===== src/rtl/uart_pkg.sv =====
// Shared types and constants for the BLE command UART receiver.
// Baud figures assume a 50 MHz core clock at 19200 baud.
package uart_pkg;

  typedef enum logic [1:0] {IDLE, START, RECV} rx_state_t;

  localparam int BAUD_CNT_19200 = 2604;
  localparam int HALF_CNT_19200 = 1302;

  localparam logic [7:0] CMD_GO   = 8'h47;
  localparam logic [7:0] CMD_STOP = 8'h53;

endpackage


===== src/rtl/rx_sync.sv =====
// Two-flop synchronizer for RX plus an edge-history flop for falling-edge detection.
// Two-clock latency; no backpressure.
module rx_sync (
  input  logic clk,
  input  logic rst,
  input  logic i_rx,
  output logic o_rx,
  output logic o_fall
);

  logic       r_meta;
  logic       r_sync;
  logic       r_prev;
  logic [1:0] r_vld;
  logic       r_armed;

  // A fall only counts once a genuine high has come through both sync stages
  // after reset, so a line that is low at release is not taken as a start.
  always_ff @(posedge clk or posedge rst) begin
    if (rst) begin
      r_meta  <= 1'b1;
      r_sync  <= 1'b1;
      r_prev  <= 1'b1;
      r_vld   <= 2'b00;
      r_armed <= 1'b0;
    end else begin
      r_meta <= i_rx;
      r_sync <= r_meta;
      r_prev <= r_sync;
      r_vld  <= {r_vld[0], 1'b1};
      if (r_vld[1] && r_sync) r_armed <= 1'b1;
    end
  end

  assign o_rx   = r_sync;
  assign o_fall = r_armed & r_prev & ~r_sync;

endmodule


===== src/rtl/uart_cmd_rx.sv =====
// 8N1 UART command receiver: byte out with rdy/clr_rdy handshake, sticky frm_err and ovr.
// rdy rises 9.5 bit times + 3 clks after the start edge; an unacknowledged byte is overwritten and flags ovr.
module uart_cmd_rx
  import uart_pkg::*;
#(
  parameter int BAUD_CNT = BAUD_CNT_19200,
  parameter int HALF_CNT = HALF_CNT_19200
) (
  input  logic       clk,
  input  logic       rst,
  input  logic       RX,
  input  logic       clr_rdy,
  output logic [7:0] rx_data,
  output logic       rdy,
  output logic       frm_err,
  output logic       ovr
);

  localparam logic [11:0] LP_BAUD_RELOAD = 12'(BAUD_CNT - 1);
  localparam logic [11:0] LP_HALF_RELOAD = 12'(HALF_CNT - 1);

  logic       w_rx;
  logic       w_fall;

  rx_state_t   r_state;
  logic [11:0] r_baud_cnt;
  logic [3:0]  r_bit_cnt;
  logic [7:0]  r_shift;
  logic [7:0]  r_rx_data;
  logic        r_rdy;
  logic        r_frm_err;
  logic        r_ovr;

  rx_sync u_rx_sync (
    .clk    (clk),
    .rst    (rst),
    .i_rx   (RX),
    .o_rx   (w_rx),
    .o_fall (w_fall)
  );

  // Frame completion is written after the clr_rdy clears, so it wins a tie.
  always_ff @(posedge clk or posedge rst) begin
    if (rst) begin
      r_state    <= IDLE;
      r_baud_cnt <= 12'd0;
      r_bit_cnt  <= 4'd0;
      r_shift    <= 8'h00;
      r_rx_data  <= 8'h00;
      r_rdy      <= 1'b0;
      r_frm_err  <= 1'b0;
      r_ovr      <= 1'b0;
    end else begin
      if (clr_rdy) begin
        r_rdy     <= 1'b0;
        r_frm_err <= 1'b0;
        r_ovr     <= 1'b0;
      end
      case (r_state)
        IDLE: begin
          if (w_fall) begin
            r_baud_cnt <= LP_HALF_RELOAD;
            r_state    <= START;
          end
        end
        START: begin
          if (r_baud_cnt == 12'd0) begin
            if (w_rx) begin
              r_state <= IDLE;
            end else begin
              r_baud_cnt <= LP_BAUD_RELOAD;
              r_bit_cnt  <= 4'd0;
              r_state    <= RECV;
            end
          end else begin
            r_baud_cnt <= r_baud_cnt - 12'd1;
          end
        end
        RECV: begin
          if (r_baud_cnt == 12'd0) begin
            r_baud_cnt <= LP_BAUD_RELOAD;
            if (r_bit_cnt == 4'd8) begin
              // Stop bit sampled at mid-bit; half a bit remains to catch the next start.
              if (w_rx) begin
                r_rx_data <= r_shift;
                r_rdy     <= 1'b1;
                if (r_rdy && !clr_rdy) r_ovr <= 1'b1;
              end else begin
                r_frm_err <= 1'b1;
              end
              r_bit_cnt <= 4'd0;
              r_state   <= IDLE;
            end else begin
              r_shift   <= {w_rx, r_shift[7:1]};
              r_bit_cnt <= r_bit_cnt + 4'd1;
            end
          end else begin
            r_baud_cnt <= r_baud_cnt - 12'd1;
          end
        end
        default: r_state <= IDLE;
      endcase
    end
  end

  assign rx_data = r_rx_data;
  assign rdy     = r_rdy;
  assign frm_err = r_frm_err;
  assign ovr     = r_ovr;

endmodule

===== config.mk =====
export PLATFORM = sky130hd
export DESIGN_NAME = uart_cmd_rx
export DESIGN_NICKNAME = d
export VERILOG_FILES = /design/src/rtl/uart_pkg.sv /design/src/rtl/rx_sync.sv /design/src/rtl/uart_cmd_rx.sv
export SDC_FILE = /design/constraint.sdc
export NUM_CORES = 1
export LEC_CHECK = 0
export ABC_CLOCK_PERIOD_IN_PS = 2650
export CAP_MARGIN = 25
export CORE_AREA = 2 2 70 72
export CTS_CLUSTER_DIAMETER = 80
export DETAILED_ROUTE_END_ITERATION = 8
export DIE_AREA = 0 0 72 74
export DONT_BUFFER_PORTS = 1
export MAX_ROUTING_LAYER = met4
export PLACE_DENSITY = 0.72
export SYNTH_ARGS = -nofsm -noshare
export SYNTH_HDL_FRONTEND = slang
export SYNTH_HIERARCHICAL = 1
export SYNTH_SLANG_ARGS = --single-unit

===== constraint.sdc =====
create_clock -name clk -period 2.65 [get_ports clk]
set_input_delay 0.3975 -clock clk [delete_from_list [all_inputs] [get_ports clk]]
set_output_delay 0.3975 -clock clk [all_outputs]
set_load 0.01 [all_outputs]

# Word level (Yosys, flattened, before mapping)
# Cells that the tools add are included.
# classes
eq_ne	9
add_sub_neg	2
mux	32
n_reduce_logical	12
n_bitwise	4
# op_table
operator	n
2-to-1 mux 12 bit	4
one-hot mux 12 bit (3 select lines)	1
2-to-1 mux 1 bit	16
2-to-1 mux 4 bit	4
logical NOT 12 bit	1
AND reduction 4 bit	3
subtractor 12 x 1 -> 12 bit (second input constant)	1
2-to-1 mux 2 bit	5
!= test 2 bit (second input constant)	4
one-hot mux 4 bit (2 select lines)	1
one-hot mux 2 bit (3 select lines)	1
AND reduction 3 bit	2
adder 4 x 1 -> 4 bit (second input constant)	1
equality test 4 bit (second input constant)	1
!= test 3 bit (second input constant)	1
nonzero test 3 bit	1
bitwise AND 1 bit	2
equality test 2 x 1 -> 1 bit (second input constant)	1
equality test 2 bit (second input constant)	1
logical AND 1 bit	2
logical NOT 2 bit	1
!= test 2 x 1 -> 1 bit (second input constant)	1
NOT 1 bit	2
nonzero test 2 bit	1
logical NOT 1 bit	1
# totals
reg_bits	43
out_inout_bits	11
in_bits	4
elab_cells	72

# Longest topological paths before layout
# Gate-level depths: netlist (run 1).
# logic_depth
ltp_word	7
depth_mapped	7
mapped_depth_nobuf	6

# Hierarchy
# Netlist (run 1), hierarchy kept.
# modules_own_cells
module	cells_per_inst	instances	seq_area_each_um2	area_each_um2
uart_cmd_rx	183	1	925.9	2034.5
rx_sync	10	1	153.9	178.9

# Worst setup path after synthesis (run 1)
# No wires, ideal clock.
# synth_path
path_type	reg-to-reg
from	reg r_state[0]
to	reg r_rx_data[0] (netlist: rx_data[0])
setup_slack_ns	0.709
setup_ns	0.125
stages_incl_launch_ff	7
period_less_slack_ns	1.941
t_arrival_ns	1.816
path_buffers	1
required_ns	2.525
path_cell_list	dfrtp_1 > inv_1 > ha_1 > clkbuf_1 > nor3b_1 > nand4_2 > mux2_2
# synth_via
elab_chain_len	2
# synth_lines
item	line_no	rtl
start, declared	uart_cmd_rx.sv:25	rx_state_t r_state;
start signal, assigned	uart_cmd_rx.sv:45	r_state <= IDLE;
start signal, assigned	uart_cmd_rx.sv:63	r_state <= START;
start signal, assigned	uart_cmd_rx.sv:69	r_state <= IDLE;
equality test 2 bit	uart_cmd_rx.sv:59	case (r_state)
AND reduction 4 bit (no line)	--	
end signal, assigned	uart_cmd_rx.sv:85	r_rx_data <= r_shift;
end, declared	uart_cmd_rx.sv:29	logic [7:0] r_rx_data;
# Every way passes these cells.
# A chain may end at the register's enable or synchronous reset.

# Final worst setup path (run 1)
# layout_path
from	reg r_baud_cnt[0]
to	reg r_shift[5]
# layout_via
elab_chain_len	2
# layout_lines
item	line_no	rtl
start, declared	uart_cmd_rx.sv:26	logic [11:0] r_baud_cnt;
start signal, assigned	uart_cmd_rx.sv:76	r_baud_cnt <= r_baud_cnt - 12'd1;
start signal, assigned	uart_cmd_rx.sv:98	r_baud_cnt <= r_baud_cnt - 12'd1;
logical NOT 12 bit	uart_cmd_rx.sv:80	if (r_baud_cnt == 12'd0) begin
AND reduction 3 bit (no line)	--	
end signal, assigned	uart_cmd_rx.sv:94	r_shift <= {w_rx, r_shift[7:1]};
end, declared	uart_cmd_rx.sv:28	logic [7:0] r_shift;
# Every way passes these cells.

==> results of run 1 <==
-- worst min-delay path by stage --
stage               cells past startpoint                 end  slack, ps  start
finish                                  0    u_rx_sync/r_meta         80     RX
global route                            0    u_rx_sync/r_meta         60     RX
CTS                                     0    u_rx_sync/r_meta         70     RX
detailed placement                      1  u_rx_sync/r_vld[0]        210    rst
global placement                        1  u_rx_sync/r_vld[0]        200    rst
floorplan                               1   u_rx_sync/r_armed        190    rst
-- layout make-up --
class,instances,share of cell area [%]
timing repair buffer,5,1.68
inverter,17,2.68
clock inverter,3,1.10
tap,54,2.84
sequential,43,45.3
multi-input combinational,127,43.5
clock buffer,5,2.89
-- where the power goes --
group	internal [mW]	switching (mW)	total (mW)	leakage, nW
combinational	0.182	0.284	0.465	0.451
sequential	0.699	0.0506	0.750	0.557
clock	0.194	0.252	0.446	0.0491
total	1.08	0.586	1.66	1.06
-- timing repair --
item / in CTS / in global routing
resized for setup: 0 / 0
hold buffers: 1 / 0
hold endpoints to repair: 3 / 0
-- flip-flops by register name, summed over array words and instances (netlist names), 2 cells and up --
register,count
rx_data,8
r_state,2
r_baud_cnt,12
r_shift,8
r_bit_cnt,4
u_rx_sync/r_vld,2
-- per-stage QoR --
stage | power [mW] | area, um^2 | cells | hold WS (ps) | utilization, %
after floorplan | 1.12 | 2210 | 193 | 186 | -
after global placement | 1.22 | 2280 | 245 | 204 | 49.5
after detailed placement | 1.22 | 2280 | 245 | 212 | 49.5
after CTS | 1.67 | 2380 | 254 | 72.0 | 51.8
after global routing | 1.75 | 2380 | 254 | 64.5 | 51.8
final | 1.66 | 2380 | 254 | 78.7 | 51.8
-- placed cells by master, fill, tap and decap left out, drive strengths merged, types with 5 or more instances in the layout --
master   n
inv     19
nor3     6
mux2    16
nand2    7
a22o     7
ha       7
clkbuf   5
o21ai   10
dfrtp   40
nor2     9
nand2b   5
-- routing by layer --
metal / up-vias / wire [um] / global-route usage (%)
met3: 11 / 132 / 3.79
met4: 0 / 84 / 6.29
met5: - / 0 / -
met2: 30 / 1960 / 27.2
li1: 730 / - / -
met1: 764 / 2060 / 25.1
-- synthesized netlist by cell type, drive strengths merged (3+ instances only) --
library cell   n
a22o           7
nand3          4
inv           17
dfrtp         40
buf            3
dfstp          3
ha             7
mux2          16
o21ai         10
a2bb2oi        4
nand2          7
clkbuf         3
a221oi         3
nand4          3
a21o           3
a211oi         3
nor4           3
nor3           6
nor2           9
nand2b         5
-- cell families (layout without fill, tap and decap cells) --
family,Yosys count,after routing
adders and majority gates,7,7
other,1,1
muxes,17,17
AOI/OAI and AO/OA,51,51
DFF,43,43
buffers and inverters,23,30
and+or+nand+nor,51,51
==> run summary, run 1 <==
Status: completed
Area leader, netlist: dfrtp_1
Die area: 0.00533 mm^2
Vias per inst: 6.04
Slew Viols, Final: 0
CTS H-tree depth: 2
Slew HR: 44.0%
Die Span X: 72 um
Fin nets: 210
Share of the synthesized area in the top cell type: 45.2%
Hold crit path type: input port to register
Worst EP arrival: 2420 ps
FILL cells: 396
Reg2reg start: r_baud_cnt[0]
Buf/Inv on CP: 1
P per Cell Area: 697 mW/mm^2
Critical path cell sequence: inv_1 > ha_1 > nor4b_4 > nand4_4 > nor2_4 > mux2_2
Total of max-cap violations: 0
Via Count: 1535
Final Cycle Share: 83.8%
Cell Rows: 25
Post-synthesis adder-cell area fraction: 3.96%
Critical Path Sink Type: register
GRT Total Usage: 18.3%
Detail Route Antenna Nets: 0
Setup TNS: 0 ps
Cell depth of the worst flop-to-flop path: 6
CTS sink cnt: 43
Slowest CP cell: nor4b_4
Syn_area_per_cell: 11.5 um^2
RD Place Congestion: 0.879
Dominant synthesized flop cell: dfrtp_1
Final Skew: 11.5 ps
P_leak: 1.06 nW
Top cell family by delay on the critical path: simple AND/OR/NAND/NOR gates
Minimum clock period: 2220 ps
Library cells used by synthesis: 58
Overflow after GRT: 0
Fmax: 450 MHz
Element type at the critical path start: register
R2R Setup Slk: 430 ps
DRC Markers: 0
Post-DP HPWL: 3.00 mm
RSZ-0062 raised after global routing: false
WP data required: 2850 ps
Pin count of the biggest net entering global routing: 23
Area grow syn2layout: 7.63%
Syn_nets: 204
Seq/Total Area, Yosys: 48.8%
Post-synthesis cell area: 0.00221 mm^2
Final setup margin: 429 ps
Footprint of the multi-input gates: 0.00104 mm^2
Critical path type: register to register
Endpoints failing hold: 0
Antenna violations before repair: 0
Initial Util: 48.1%
Clk root buf: clkbuf_8
Worst skew pair latency: 300 ps
Main combinational cell family by area after synthesis: compound AO/OA/AOI/OAI gates
Synth warnings: 6
CTS tree: built
Worst-margin pin slew: 838 ps
DR pass1 iterations: 4
CP endpoint: r_shift[5]
Register bit total from synthesis: 43
Vias in the first global route: 1462
ANT cells: 0
FFs w/ async S/R, synth: 100%
XOR/XNOR Fraction of Synth Area: 0%
Pre-CTS setup slack: 434 ps
Synthesized instance count: 193
Final setup viols: 0
CTS clk-pin slew, worst paths: 90 ps
Mux contribution to synthesized area: 8.59%
Routed len/inst: 16.7 um
Core area: 0.00460 mm^2
Critical Path Stages: 6
Sequential cell area: 0.00108 mm^2
Post-synth EDFFs: 0
Inserted Clock Buffers: 5
Synth area leaders: dfrtp_1, mux2_2, ha_1
Port bufs: 0
Worst reg2reg endpoint: r_shift[5]
Worst Setup SP: r_baud_cnt[0]
CP max stage delay: 410 ps
Layout cell share with drive strength beyond 1: 25.5%
Routed wire length: 4.24 mm
I/O pins: 15
First-pass GRT wire length: 7.25 mm
Largest fanout on the critical path: 14
Simple-gate share of the synthesized area: 15.9%
CTS Buffer Depth: 2
Postcts setup bufs: 0
Post-synthesis compound-gate area fraction: 18.2%
VDD IR max: 0.392 mV
Die Y: 74 um
DR iter-0 viols: 119
(Power assumes the default switching activity.)
==> inputs of run 2 (changes only) <==
--- a/config.mk
+++ b/config.mk
@@ -5,7 +5,8 @@
 export SDC_FILE = /design/constraint.sdc
 export NUM_CORES = 1
 export LEC_CHECK = 0
-export ABC_CLOCK_PERIOD_IN_PS = 2650
+export ABC_AREA = 1
+export ABC_CLOCK_PERIOD_IN_PS = 1970
 export CAP_MARGIN = 25
 export CORE_AREA = 2 2 70 72
 export CTS_CLUSTER_DIAMETER = 80
@@ -13,7 +14,7 @@
 export DIE_AREA = 0 0 72 74
 export DONT_BUFFER_PORTS = 1
 export MAX_ROUTING_LAYER = met4
-export PLACE_DENSITY = 0.72
+export PLACE_DENSITY = 0.75
 export SYNTH_ARGS = -nofsm -noshare
 export SYNTH_HDL_FRONTEND = slang
 export SYNTH_HIERARCHICAL = 1
==> constraint.sdc (replaced) <==
create_clock -name clk -period 1.97 [get_ports clk]
set_input_delay 0.2955 -clock clk [delete_from_list [all_inputs] [get_ports clk]]
set_output_delay 0.2955 -clock clk [all_outputs]
set_load 0.01 [all_outputs]
==> run 2 against run 1 <==
  * The run now ends with negative hold slack left
  * Cell area up 0.68%
  * Area after synthesis rose by 0.73%
  * Critical path depth up 5
  * Routed wire length fell by 8.8%
  * Via count up 4.0%
  * Non-clock buffer count is the same
  * Clock power grew 28%
  * Sequential share of layout area is 0.31 points lower
  * Utilization rose by 0.35 points
  * Clock skew decreased by 5.7 ps
  * Critical endpoint is now r_baud_cnt[11]
  * Largest cell class unchanged
  * Largest power group is now combinational cells
  * Highest routed layer unchanged
==> run summary, run 2 <==
Status: finished with violations
Failing checks: negative hold slack
Synth warnings: 6
Area leader, netlist: dfrtp_1
Most common cell in the netlist: nand2_1
Detail Route Antenna Nets: 0
Final setup viols: 0
Final Cycle Share: 87.2%
GRT Total Usage: 17.0%
Die Span X: 72 um
Hold crit path type: input port to async pin
FILL cells: 433
Minimum clock period: 1720 ps
CTS Buffer Depth: 2
Core area: 0.00460 mm^2
I/O pins: 15
VDD IR max: 0.585 mV
Fmax: 582 MHz
Routed len/inst: 11.8 um
Vias per inst: 4.88
Final Skew: 5.74 ps
Most common cell after layout, fill and taps aside: nand2_1
Setup TNS: 0 ps
Post-synthesis cell area: 0.00223 mm^2
Clk root buf: clkbuf_8
Biggest register: r_baud_cnt
Register bit total from synthesis: 43
First-pass GRT wire length: 6.73 mm
Largest fanout on the critical path: 8
Total of max-cap violations: 0
WP data required: 2190 ps
Seq/Total Area, Yosys: 48.4%
DR iter-0 viols: 108
Element type at the critical path start: register
Synth area leaders: dfrtp_1, nand2_1, inv_1
Cell Rows: 25
Die area: 0.00533 mm^2
Die Y: 74 um
Slew Viols, Final: 0
Syn_area_per_cell: 8.48 um^2
Share of the synthesized area in the top cell type: 44.9%
Post-synth EDFFs: 0
Inserted Clock Buffers: 5
Initial Util: 48.5%
P_leak: 1.19 nW
Library cells used by synthesis: 28
Cell depth of the worst flop-to-flop path: 11
Worst reg2reg endpoint: r_baud_cnt[11]
Port bufs: 0
Postcts setup bufs: 0
Layout cell share with drive strength beyond 1: 15.8%
Most frequent cells in the layout: nand2_1, dfrtp_1, inv_1, nor2_1
Max reg flops: 12
Hold_ws: -13.3 ps
Overflow after GRT: 0
CTS tree: built
RSZ-0062 raised after global routing: false
Post-DP HPWL: 2.84 mm
Routed wire length: 3.87 mm
Critical Path Sink Type: register
FFs w/ async S/R, synth: 100%
R2R Setup Slk: 250 ps
Antenna violations before repair: 0
Area grow syn2layout: 7.58%
Reg2reg start: r_baud_cnt[0]
Via Count: 1597
Fin nets: 283
Endpoints failing hold: 36
P per Cell Area: 1260 mW/mm^2
Pin count of the biggest net entering global routing: 38
Dominant synthesized flop cell: dfrtp_1
Worst EP arrival: 1940 ps
Synthesized instance count: 263
Vias in the first global route: 1501
Syn_nets: 274
RD Place Congestion: 0.825
Critical path type: register to register
Worst skew pair latency: 300 ps
DR pass1 iterations: 4
ANT cells: 0
CTS clk-pin slew, worst paths: 80 ps
Synth cell count leaders: nand2_1, dfrtp_1, inv_1
DRC Markers: 0
CTS H-tree depth: 2
CTS sink cnt: 43
## run 2: through the flow
stage               cells  setup WS (ps)  total power [mW]  utilization (%)  cell area, um^2
finish                327            251              3.03             52.2             2400
global route          327           84.2              3.30             52.2             2400
CTS                   327            248              3.06             52.2             2400
detailed placement    317            269              2.47             49.7             2290
global placement      317            320              2.44             49.7             2290
floorplan             263            461              2.22                -             2230
## run 2: cell type report
cell class	instances	area (um^2)	share of cell area (%)
Tap cell	54	67.6	2.82
Clock inverter	3	23.8	0.991
Sequential cell	43	1080	45.0
Multi-Input combinational cell	178	970	40.4
Clock buffer	5	68.8	2.87
Timing Repair Buffer	5	42.5	1.77
Inverter	39	146	6.10
## run 2: layer usage
layer  GRT usage [%]  share of wire (%)  vias to the layer above  wire, um
li1                -                  -                      837         -
met1            23.6                 51                      731      1990
met2            24.3                 44                       25      1700
met3            4.07                3.9                        4       150
met4            6.29               0.78                        0        30
met5               -                  0                        -         0
## run 2: worst max-delay path, cell delays in order (launching register included)
cell     delay (ps)
dfrtp_1         380
inv_1           130
ha_1            220
inv_1            50
nor2_1           80
nand2_1          80
nor2_4          120
nand4_2         100
nand2_2         160
buf_4           170
nand2_1          60
o21ai_1          70
## run 2: cells by family (layout without fill, tap and decap cells)
group / count (synthesis) / after routing / synth area share (%)
AOI/OAI and AO/OA: 37 / 37 / 9.82
xor gates and xnor gates: 7 / 7 / 2.75
adders and majority gates: 7 / 7 / 3.93
buffers and inverters: 42 / 52 / 8.08
DFF: 43 / 43 / 48.4
other: 1 / 1 / 0.168
and+or+nand+nor: 126 / 126 / 26.8
## run 2: worst max path at each step
stage                       start              to  slack, ps
floorplan           r_baud_cnt[0]      r_shift[5]        460
global placement       r_state[0]      rx_data[6]        320
detailed placement  r_baud_cnt[0]  r_baud_cnt[11]        270
CTS                 r_baud_cnt[0]  r_baud_cnt[11]        250
global route        r_baud_cnt[0]  r_baud_cnt[11]         80
finish              r_baud_cnt[0]  r_baud_cnt[11]        250
## run 2: what timing repair did
item,CTS,global route
hold buffers,2,0
gates resized for setup,0,0
hold endpoints to repair,4,0
## run 2: where the power goes
part	switching, mW	internal (mW)	total (mW)
registers	0.159	1.03	1.19
logic	0.832	0.441	1.27
clock network	0.317	0.253	0.570
